## config.mk

```make
export PLATFORM = sky130hd
export DESIGN_NAME = spectrum_bar_builder
export DESIGN_NICKNAME = d
export VERILOG_FILES = /design/src/rtl/spectrum_bar_builder.sv
export SDC_FILE = /design/constraint.sdc
export NUM_CORES = 1
export LEC_CHECK = 0
export CAP_MARGIN = 10
export CELL_PAD_IN_SITES_DETAIL_PLACEMENT = 1
export CELL_PAD_IN_SITES_GLOBAL_PLACEMENT = 1
export CORE_MARGIN = 4
export CORE_UTILIZATION = 42
export DETAILED_ROUTE_END_ITERATION = 6
export HOLD_SLACK_MARGIN = 0.15
export PLACE_DENSITY = 0.82
export SETUP_SLACK_MARGIN = 0.02
export SLEW_MARGIN = 0
export SYNTH_ARGS = -nofsm -noshare
export SYNTH_HDL_FRONTEND = slang
export SYNTH_SLANG_ARGS = --single-unit
```

## constraint.sdc

```tcl
create_clock -name Clk -period 6.8 [get_ports Clk]
set_clock_uncertainty 0.15 [all_clocks]
set_input_delay 2.04 -clock Clk [delete_from_list [all_inputs] [get_ports Clk]]
set_output_delay 2.04 -clock Clk [all_outputs]
set_load 0.03 [all_outputs]
```

## src/rtl/spectrum_bar_builder.sv

```systemverilog
// Snapshots 16 FFT bins per frame and turns each into a log-scaled bar height,
// with optional peak-hold decay; bars are read back combinationally by index.
module spectrum_bar_builder #(
  parameter int BIN_W       = 24,
  parameter int HEIGHT_STEP = 16,
  parameter int MAX_HEIGHT  = 400,
  parameter int DECAY       = 8
) (
  input  logic                 Clk,
  input  logic                 Reset_n,
  input  logic                 frame_completed,
  input  logic [16*BIN_W-1:0]  bins_in,
  input  logic                 decay_en,
  input  logic [3:0]           bar_sel,
  output logic [9:0]           bar_height,
  output logic                 busy,
  output logic                 frame_done,
  output logic                 overrun
);

  typedef enum logic [1:0] {IDLE, PROCESS, DONE} state_t;

  state_t                    state_q, state_d;
  logic [3:0]                idx_q, idx_d;
  logic [15:0][BIN_W-1:0]    snap_q, snap_d;
  logic [15:0][9:0]          bar_q, bar_d;
  logic                      s2_vld_q, s2_vld_d;
  logic [3:0]                s2_idx_q, s2_idx_d;
  logic [9:0]                s2_h_q, s2_h_d;
  logic                      busy_q, busy_d;
  logic                      frame_done_q, frame_done_d;
  logic                      overrun_q, overrun_d;

  logic [BIN_W-1:0]          bin, mag;
  logic [9:0]                h;
  logic [9:0]                old_bar, dec_bar, wr_bar;
  int                        lead;
  int                        h_full;

  // Stage 1: magnitude (most-negative value saturates) -> leading-one height
  always_comb begin
    bin = snap_q[idx_q];
    mag = bin;
    if (bin[BIN_W-1]) begin
      if (bin == {1'b1, {(BIN_W-1){1'b0}}})
        mag = {1'b0, {(BIN_W-1){1'b1}}};
      else
        mag = ~bin + 1'b1;
    end
    lead = 0;
    for (int i = 0; i < BIN_W; i++)
      if (mag[i]) lead = i;
    h_full = (lead + 1) * HEIGHT_STEP;
    if (h_full > MAX_HEIGHT) h_full = MAX_HEIGHT;
    h = (mag == '0) ? 10'd0 : 10'(h_full);
  end

  // Stage 2: peak-hold keeps the larger of the new height and the decayed bar
  always_comb begin
    old_bar = bar_q[s2_idx_q];
    dec_bar = (old_bar >= 10'(DECAY)) ? old_bar - 10'(DECAY) : 10'd0;
    wr_bar  = s2_h_q;
    if (decay_en && dec_bar > s2_h_q) wr_bar = dec_bar;
  end

  always_comb begin
    state_d      = state_q;
    idx_d        = idx_q;
    snap_d       = snap_q;
    bar_d        = bar_q;
    s2_vld_d     = 1'b0;
    s2_idx_d     = s2_idx_q;
    s2_h_d       = s2_h_q;
    busy_d       = busy_q;
    frame_done_d = 1'b0;
    overrun_d    = overrun_q;

    if (s2_vld_q) bar_d[s2_idx_q] = wr_bar;

    case (state_q)
      IDLE: begin
        if (frame_completed) begin
          snap_d  = bins_in;
          idx_d   = 4'd0;
          busy_d  = 1'b1;
          state_d = PROCESS;
        end
      end
      PROCESS: begin
        s2_vld_d = 1'b1;
        s2_idx_d = idx_q;
        s2_h_d   = h;
        idx_d    = idx_q + 4'd1;
        if (idx_q == 4'd15) state_d = DONE;
        if (frame_completed) overrun_d = 1'b1;
      end
      DONE: begin
        // bar 15 lands on this edge, so the frame is complete after it
        busy_d       = 1'b0;
        frame_done_d = 1'b1;
        state_d      = IDLE;
        if (frame_completed) overrun_d = 1'b1;
      end
      default: state_d = IDLE;
    endcase
  end

  always_ff @(posedge Clk) begin
    if (!Reset_n) begin
      state_q      <= IDLE;
      idx_q        <= '0;
      snap_q       <= '0;
      bar_q        <= '0;
      s2_vld_q     <= 1'b0;
      s2_idx_q     <= '0;
      s2_h_q       <= '0;
      busy_q       <= 1'b0;
      frame_done_q <= 1'b0;
      overrun_q    <= 1'b0;
    end else begin
      state_q      <= state_d;
      idx_q        <= idx_d;
      snap_q       <= snap_d;
      bar_q        <= bar_d;
      s2_vld_q     <= s2_vld_d;
      s2_idx_q     <= s2_idx_d;
      s2_h_q       <= s2_h_d;
      busy_q       <= busy_d;
      frame_done_q <= frame_done_d;
      overrun_q    <= overrun_d;
    end
  end

  assign bar_height = bar_q[bar_sel];
  assign busy       = busy_q;
  assign frame_done = frame_done_q;
  assign overrun    = overrun_q;

endmodule

```

Word-level counts from Yosys, hierarchy flattened. Cells that the tools add are included.

Equal/unequal tests: 6. Multiplexer cells: 47. Bitwise operators: 1. Order comparisons: 7. $add $sub $neg: 4. Reductions and logical operators: 12.

Operators by type and width (count): 28-bit two-way mux (22); 160-bit bitwise mux (1); 24-bit binary-select mux with 4-bit select (1); 10-bit binary-select mux with 4-bit select (2); 24-bit two-way mux (3); 10-bit two-way mux (7); 10-bit demux with 4-bit select (1); 32-bit by 10-bit > comparator with 1-bit output (second input constant) (1); 28-bit by 2-bit adder with 28-bit output (second input constant) (1); 24-bit by 1-bit adder with 24-bit output (second input constant) (1); 24-bit equality test (second input constant) (1); 24-bit logical NOT (1); 24-bit inverter (1); 4-bit by 5-bit less-than comparator with 1-bit output (second input constant) (3); 10-bit by 4-bit >= comparator with 1-bit output (second input constant) (1); 10-bit > comparator (1); 2-bit AND reduction (5); 10-bit by 4-bit subtractor with 10-bit output (second input constant) (1); 4-bit one-hot mux with 2 select lines (1); 4-bit by 1-bit adder with 4-bit output (second input constant) (1); 4-bit equality test (second input constant) (1); 4-bit by 1-bit >= comparator with 1-bit output (second input constant) (1); 1-bit two-way mux (4); 2-bit two-way mux (2); 10 further kinds (13).

Output and inout bits: 13. Register bits after elaboration: 568.

Longest topological paths before layout. Gate-level depths: netlist of the first run.

Depth in word-level cells: 33. Gate-level depth with buffers: 21.

Worst setup path before layout of the first run. OpenSTA, ideal clock, no wires.

Path kind: in2out. From: in bar_sel[0]. To: out bar_height[0]. Path buffers: 2. Cell stages on the path: 4. Setup slack: 0.766 ns. Data arrival time: 3.844 ns. Path through: clkbuf_1 > buf_1 > mux4_2 > mux4_2.

Longest elaborated chain between the ends: 2.

RTL lines: start: declaration (RTL line 14) `input logic [3:0] bar_sel,`; 10-bit binary-select mux with 4-bit select (RTL line 134) `assign bar_height = bar_q[bar_sel];`; 10-bit two-way mux (implied by the code) (RTL line 134); end: declaration (RTL line 15) `output logic [9:0] bar_height,`.

Every way passes these cells. The select of a mux whose other input is x is not followed.

Final worst setup path of the first run.
From: reg s2_idx_q[0]. To: reg bar_q[132] (netlist name).

Longest elaborated chain between the ends: 8. Elaborated cells between the ends (all ways): 14.

RTL lines: start: declaration (RTL line 28) `logic [3:0] s2_idx_q, s2_idx_d;`; start signal: assignment (RTL line 126) `s2_idx_q <= s2_idx_d;`; 10-bit binary-select mux with 4-bit select (RTL line 60) `old_bar = bar_q[s2_idx_q];`; 10-bit two-way mux (implied by the code) (RTL line 60); 10-bit by 4-bit subtractor with 10-bit output or 10-bit by 4-bit >= comparator with 1-bit output (tied branches) (RTL line 61) `dec_bar = (old_bar >= 10'(DECAY)) ? old_bar - 10'(DECAY) : 10'd0;`; 10-bit two-way mux (RTL line 61); 10-bit > comparator (RTL line 63) `if (decay_en && dec_bar > s2_h_q) wr_bar = dec_bar;`; 1-bit logical AND (RTL line 63); 10-bit two-way mux (RTL line 63); 160-bit bitwise mux (*) (RTL line 78) `if (s2_vld_q) bar_d[s2_idx_q] = wr_bar;`; end signal: assignment (RTL line 124) `bar_q <= bar_d;`; end: declaration (RTL line 26) `logic [15:0][9:0] bar_q, bar_d;`.

Mark *: on every way between the ends. The rest lies on a longest branch, timed or not. The select of a mux whose other input is x is not followed. A chain may end at the register's enable or synchronous reset.

==> results of run 1 <==
sequential cells by signal, indices dropped and copies added, names as in the netlist:
| signal | cells |
|---|---|
| state_q | 2 |
| s2_h_q | 6 |
| s2_vld_q | 1 |
| bar_q | 160 |
| frame_done | 1 |
| overrun | 1 |
| idx_q | 4 |
| busy | 1 |
| s2_idx_q | 4 |
| snap_q | 384 |
worst register-to-register path, delay by kind of cell, from the launching register on:
family / cells / cell delay, ns
compound gates: 2 / 0.36
fa+ha+maj: 1 / 0.33
mux: 2 / 1.19
simple gates: 10 / 3.19
flops: 1 / 0.88
logic make-up after synthesis:
group | Yosys count | synth area share
DFF | 564 | 0.401
AOI/OAI and AO/OA | 716 | 0.192
and+or+nand+nor | 1299 | 0.195
xor gates and xnor gates | 6 | 0.00187
buffers and inverters | 267 | 0.0413
adders and majority gates | 14 | 0.00622
muxes | 221 | 0.164
power by group:
| part | leakage [uW] | internal, uW | switching, uW | total (uW) |
|---|---|---|---|---|
| clock network | 0.00104 | 2080 | 1440 | 3520 |
| logic | 0.00750 | 627 | 842 | 1470 |
| registers | 0.00461 | 3470 | 109 | 3580 |
| total | 0.0132 | 6180 | 2390 | 8570 |
layer usage:
metal  wire length (um)  vias up  global-route usage
met5                 47        -                   0
met4               4460        6               0.113
met3               6320      250              0.0463
met2              53200      945               0.515
met1              43500    12625               0.367
li1                   -    11339                   -
synth_stat cells (all sizes together) (18+ instances only):
cell type | number | share of area
o211a | 67 | 0.024
nor2 | 50 | 0.0067
mux2i | 30 | 0.011
o21ai | 75 | 0.013
a21oi | 29 | 0.0052
nand3 | 22 | 0.0049
nor2b | 18 | 0.0040
a21boi | 435 | 0.12
mux4 | 190 | 0.15
and2 | 60 | 0.013
nor3 | 20 | 0.0041
a22oi | 28 | 0.0080
dfxtp | 564 | 0.40
clkbuf | 191 | 0.025
buf | 58 | 0.013
nand2 | 1061 | 0.14
inv | 18 | 0.0024
worst min path at each step:
stage | from | to | slack, ns | cells after the start
floorplan | snap_q[217] | snap_q[217] | 0.29 | 2
global placement | snap_q[59] | snap_q[59] | 0.30 | 2
detailed placement | snap_q[286] | snap_q[286] | 0.31 | 2
CTS | snap_q[156] | snap_q[156] | 0.32 | 2
global route | snap_q[349] | snap_q[349] | 0.33 | 2
finish | snap_q[130] | snap_q[130] | 0.32 | 2
cell type report:
cell class / instances / share of cell area
antenna: 4 / 0.000287
clock buffer: 90 / 0.0512
clock inverter: 23 / 0.0100
inverter: 18 / 0.00194
multi-input combinational: 2256 / 0.452
sequential: 564 / 0.324
tap: 864 / 0.0310
timing repair buffer: 456 / 0.130
metrics by stage:
stage	instances	total power [uW]
floorplan	3087	4460
global placement	4157	5040
detailed placement	4157	5090
CTS	4270	8610
global route	4272	8880
finish	4275	8570
==> results.sh, run 1 <==
export IMPL_routed_wl_mm=107
export IMPL_relSlewSlack=0.183
export IMPL_postLayoutCellArea_sq_mm=0.0349
export IMPL_grt_first_pass_wirelength_mm=162
export IMPL_cts_root_buf="clkbuf_16"
export IMPL_drtIter0Drc=2164
export IMPL_critPathSlowestCell="dfxtp_2"
export IMPL_cp_max_fo=21
export IMPL_synth_seq_area_share=0.401
export IMPL_layout_min_cycle_time_ns=6.18
export IMPL_synthesis_nets=3493
export IMPL_cp_start_kind="flop"
export IMPL_slew_viol_final=0
export IMPL_regArea_sq_mm=0.0113
export IMPL_post_dp_hpwl_mm=78.7
export IMPL_period_share=0.910
export IMPL_p_per_area_mw_per_mm2=246
export IMPL_multiInputGateArea_sq_mm=0.0158
export IMPL_clock_sinks=564
export IMPL_slowest_delay_ns=0.88
export IMPL_htreeDepth=2
export IMPL_drt_pass1_iterations=5
export IMPL_ir_drop_mv=0.191
export IMPL_crit_type="flop to flop"
export IMPL_num_fill_cells=7404
export IMPL_vias=25165
export IMPL_gp_congestion=0.927
export IMPL_drc=0
export IMPL_setup_tns_ns=0
export IMPL_synth_edff_count=0
export IMPL_start_util=0.426
export IMPL_die_h_um=267
export IMPL_die_area_sq_mm=0.0713
export IMPL_cp_end_kind="flop"
export IMPL_synthArstFlopShare=0
export IMPL_hold_ws_ns=0.316
export IMPL_yosysWarnings=0
export IMPL_layout_common_cells="nand2_1 (1059), dfxtp_1 (560), a21boi_0 (429), clkdlybuf4s50_1 (392), mux4_2 (185)"
export IMPL_grt_overflow_total=0
export IMPL_cp_depth=15
export IMPL_ys_ff_latch=564
export IMPL_cp_endpoint="bar_q[132]"
export IMPL_hold_viol_final=0
export IMPL_postSynthCellCount=3087
export IMPL_yosys_most_used_dff="dfxtp_1"
export IMPL_r2r_cells=15
export IMPL_leakagePower_uw=0.0132
export IMPL_layout_drive_gt1_share=0.115
export IMPL_rsz0062_at_grt="false"
export IMPL_area_growth_pct=23.8
export IMPL_wl_per_cell_um=25.1
export IMPL_fin_ws_ns=0.615
export IMPL_r2r_slack_ns=0.62
export IMPL_rows=94
export IMPL_grtUsageTotal=0.295
export IMPL_layout_commonest_cell="nand2_1"
export IMPL_clock_latency_ns=0.65
export IMPL_cts_setup_buffers=0
export IMPL_viasPerCell=5.89
export IMPL_antenna_found_initial=7
export IMPL_dpl_cell_area_sq_mm=0.0327
export IMPL_reg2reg_from="s2_idx_q[0]"
export IMPL_portBuffers=404
export IMPL_r2r_end="bar_q[132]"
export IMPL_cts_buffer_depth=3
export IMPL_arrival_ns=6.59
export IMPL_postRouteAntennaNets=0
export IMPL_fp_dieW_um=267
export IMPL_cts_tree="built"
export IMPL_worst_path_buf_inv=0
export IMPL_hold_path_class="flop to flop"
export IMPL_clk_pin_slew_ns=0.06
export IMPL_ctsHoldBuffers=0
export IMPL_ctsResizeCount=0
export IMPL_first_global_vias=26715
export IMPL_fp_coreArea_sq_mm=0.0661
export IMPL_fmax_mhz=162
export IMPL_worstMarginPinSlew_ns=1.22
export IMPL_io_pins=405
export IMPL_grt_max_degree=244
export IMPL_cts_buffers=61
export IMPL_post_place_ws_ns=0.630
export IMPL_post_route_util=0.528
export IMPL_cp_required_ns=7.21
export IMPL_cp_top_family="simple AND/OR/NAND/NOR gates"
export IMPL_synth_area_sq_mm=0.0282
export IMPL_path_cells="mux4_2, mux4_2, or3_1, or3_1, nor3_2, nor2_1, ha_1, and4_1, o21ai_0, nand3b_1, nand3_2, nor2_1, and2_1, nand2_1, a21boi_0"
export IMPL_outcome="finished clean"
export IMPL_finalSetupViolCount=0
export IMPL_crit_start="s2_idx_q[0]"
export IMPL_synth_cell_types=87
export IMPL_syn_area_per_cell_sq_um=9.13
export IMPL_final_nets=3763
export IMPL_cap_violations=0
(Power assumes the default switching activity.)
==> run 2, diff against run 1 <==
CORE_UTILIZATION = 43   (was 42)
CTS_BUF_LIST = sky130_fd_sc_hd__clkbuf_2 sky130_fd_sc_hd__clkbuf_4 sky130_fd_sc_hd__clkbuf_8   (was default)
CTS_CLUSTER_SIZE = 10   (was default)
PLACE_DENSITY = 0.83   (was 0.82)
==> run 2 against run 1 <==
Effect of this change: non-clock buffer count is 3 lower; power rose by 1.4%; wire length hardly changed; highest routed layer unchanged; global-route usage rose by 0.40 points; hold slack hardly changed; die area down 2.3%; clock power is 3% higher; critical endpoint is now s2_h_q[5]; core utilization up 1.4 points; clock-buffer cell count rose by 65; design area up 0.44%; setup slack improved by 0.014 ns.
==> results.sh, run 2 (synthesis gave the netlist of run 1 again) <==
export IMPL_outcome="finished clean"
export IMPL_cts_tree="built"
export IMPL_cts_buffers=98
export IMPL_relSlewSlack=0.156
export IMPL_arrival_ns=6.62
export IMPL_cp_start_kind="flop"
export IMPL_fp_coreArea_sq_mm=0.0647
export IMPL_slowest_delay_ns=0.92
export IMPL_crit_type="flop to flop"
export IMPL_largest_register="snap_q"
export IMPL_htreeDepth=3
export IMPL_rows=93
export IMPL_first_global_vias=27095
export IMPL_final_nets=3797
export IMPL_clock_latency_ns=0.76
export IMPL_cts_root_buf="clkbuf_8"
export IMPL_start_util=0.436
export IMPL_cts_setup_buffers=0
export IMPL_clk_pin_slew_ns=0.06
export IMPL_gp_congestion=0.895
export IMPL_ir_drop_mv=0.172
export IMPL_internal_power_uw=6200
export IMPL_antenna_found_initial=13
export IMPL_grtUsageTotal=0.299
export IMPL_largestRegisters="snap_q x384, bar_q x160, s2_h_q x6"
export IMPL_viasPerCell=5.84
export IMPL_portBuffers=404
export IMPL_post_dp_hpwl_mm=79.1
export IMPL_cp_max_fo=45
export IMPL_r2r_slack_ns=0.63
export IMPL_postRouteAntennaNets=0
export IMPL_ctsHoldBuffers=0
export IMPL_period_share=0.907
export IMPL_drt_pass1_iterations=5
export IMPL_dpl_cell_area_sq_mm=0.0327
export IMPL_slew_viol_final=0
export IMPL_die_h_um=264
export IMPL_p_per_area_mw_per_mm2=248
export IMPL_finalSetupViolCount=0
export IMPL_wl_per_cell_um=24.8
export IMPL_grt_first_pass_wirelength_mm=162
export IMPL_layout_commonest_cell="nand2_1"
export IMPL_hold_path_end="snap_q[279]"
export IMPL_cap_violations=0
export IMPL_post_route_util=0.542
export IMPL_path_cells="buf_4, mux4_1, a22o_1, a221oi_2, nand4bb_2, nor4_4, nand2_2, o32ai_1, a21boi_1, a211oi_1, a31o_1, inv_1, ha_1, or2_1, or3_1, a32o_1"
export IMPL_hold_path_startpoint="snap_q[279]"
export IMPL_holdPathStages=2
export IMPL_cts_buffer_depth=3
export IMPL_layout_common_cells="nand2_1 (1059), dfxtp_1 (560), a21boi_0 (429), clkdlybuf4s50_1 (392), mux4_2 (185)"
export IMPL_rsz0062_at_grt="false"
export IMPL_cp_end_kind="flop"
export IMPL_ctsResizeCount=0
export IMPL_fmax_mhz=162
export IMPL_worstMarginPinSlew_ns=1.26
export IMPL_area_growth_pct=24.4
export IMPL_vias=25318
export IMPL_clock_sinks=564
export IMPL_routed_wl_mm=108
export IMPL_combPwrFrac=0.169
export IMPL_sequentialPowerShare=0.412
export IMPL_r2r_end="s2_h_q[5]"
export IMPL_drtIter0Drc=2219
export IMPL_r2r_cells=16
export IMPL_hold_viol_final=0
export IMPL_drc=0
export IMPL_leakagePower_uw=0.0133
export IMPL_io_pins=405
export IMPL_cp_required_ns=7.25
export IMPL_final_instance_count_excl_fill=4338
export IMPL_regArea_sq_mm=0.0113
export IMPL_switching_share=0.287
export IMPL_dp_cells=4146
export IMPL_postLayoutCellArea_sq_mm=0.0350
export IMPL_power_switching_uw=2490
export IMPL_grt_overflow_total=0
export IMPL_largest_register_ffs=384
export IMPL_setup_tns_ns=0
export IMPL_die_area_sq_mm=0.0697
export IMPL_layout_drive_gt1_share=0.135
export IMPL_grt_max_degree=219
export IMPL_layout_min_cycle_time_ns=6.17
export IMPL_critPathSlowestCell="dfxtp_4"
export IMPL_fp_dieW_um=264
export IMPL_clkPwrFrac=0.419
export IMPL_hold_path_class="flop to flop"
export IMPL_num_fill_cells=7354
export IMPL_multiInputGateArea_sq_mm=0.0158
export IMPL_reg2reg_from="idx_q[0]"
run 2: cell types whose count changed in the layout (fill, tap and decap cells not counted), sizes merged:
cell,change
inv,+4
bufinv,-1
buf,-3
clkinvlp,-1
clkbuf,+65
diode,+8
run 2: critical path: cells and delay by family, from the launching register on:
kind / cells / cell delay [ns]
compound gates: 7 / 2.06
fa+ha+maj: 1 / 0.25
buf+inv: 2 / 0.43
flops: 1 / 0.92
mux: 1 / 0.66
simple gates: 5 / 1.53
run 2: worst max-delay path by stage:
stage | start | end | slack, ns | cells past startpoint
4_1_cts | idx_q[0] | s2_h_q[6] | 0.63 | 16
3_5_place_dp | bar_sel[0] | bar_height[5] | 0.65 | 5
2_1_floorplan | bar_sel[0] | bar_height[0] | 0.77 | 4
6_report | idx_q[0] | s2_h_q[5] | 0.63 | 16
3_3_place_gp | bar_sel[0] | bar_height[2] | 0.70 | 5
5_1_grt | idx_q[0] | s2_h_q[6] | 0.26 | 16
run 2: per-stage QoR:
stage          setup WS [ns]  hold WS (ns)  power, uW
6_report               0.630         0.316       8690
5_1_grt                0.264         0.330       9020
4_1_cts                0.625         0.316       8720
3_5_place_dp           0.651         0.308       5100
3_3_place_gp           0.698         0.299       5040
2_1_floorplan          0.766         0.289       4460
run 2: metal layers:
layer	part of all wire	wire (um)	vias to the layer above	track usage
li1	-	-	11437	-
met1	0.39	42400	12672	0.362
met4	0.048	5140	2	0.132
met2	0.49	53200	937	0.515
met3	0.063	6750	270	0.0590
met5	0.00019	20	-	0
run 2: power by group through the flow:
| stage | sequential (uW) | clock (uW) | combinational (uW) |
|---|---|---|---|
| 2_1_floorplan | 3590 | 0 | 862 |
| 3_5_place_dp | 3650 | 0 | 1450 |
| 5_1_grt | 3600 | 3840 | 1580 |
| 3_3_place_gp | 3640 | 0 | 1400 |
| 4_1_cts | 3580 | 3680 | 1460 |
| 6_report | 3580 | 3640 | 1470 |
run 2: final cells by class:
cell class,instances,area share
Inverter,18,0.00193
Tap cell,855,0.0305
Multi-Input combinational cell,2256,0.450
Antenna cell,12,0.000857
Sequential cell,564,0.322
Timing Repair Buffer,453,0.128
Clock buffer,155,0.0568
Clock inverter,25,0.00946
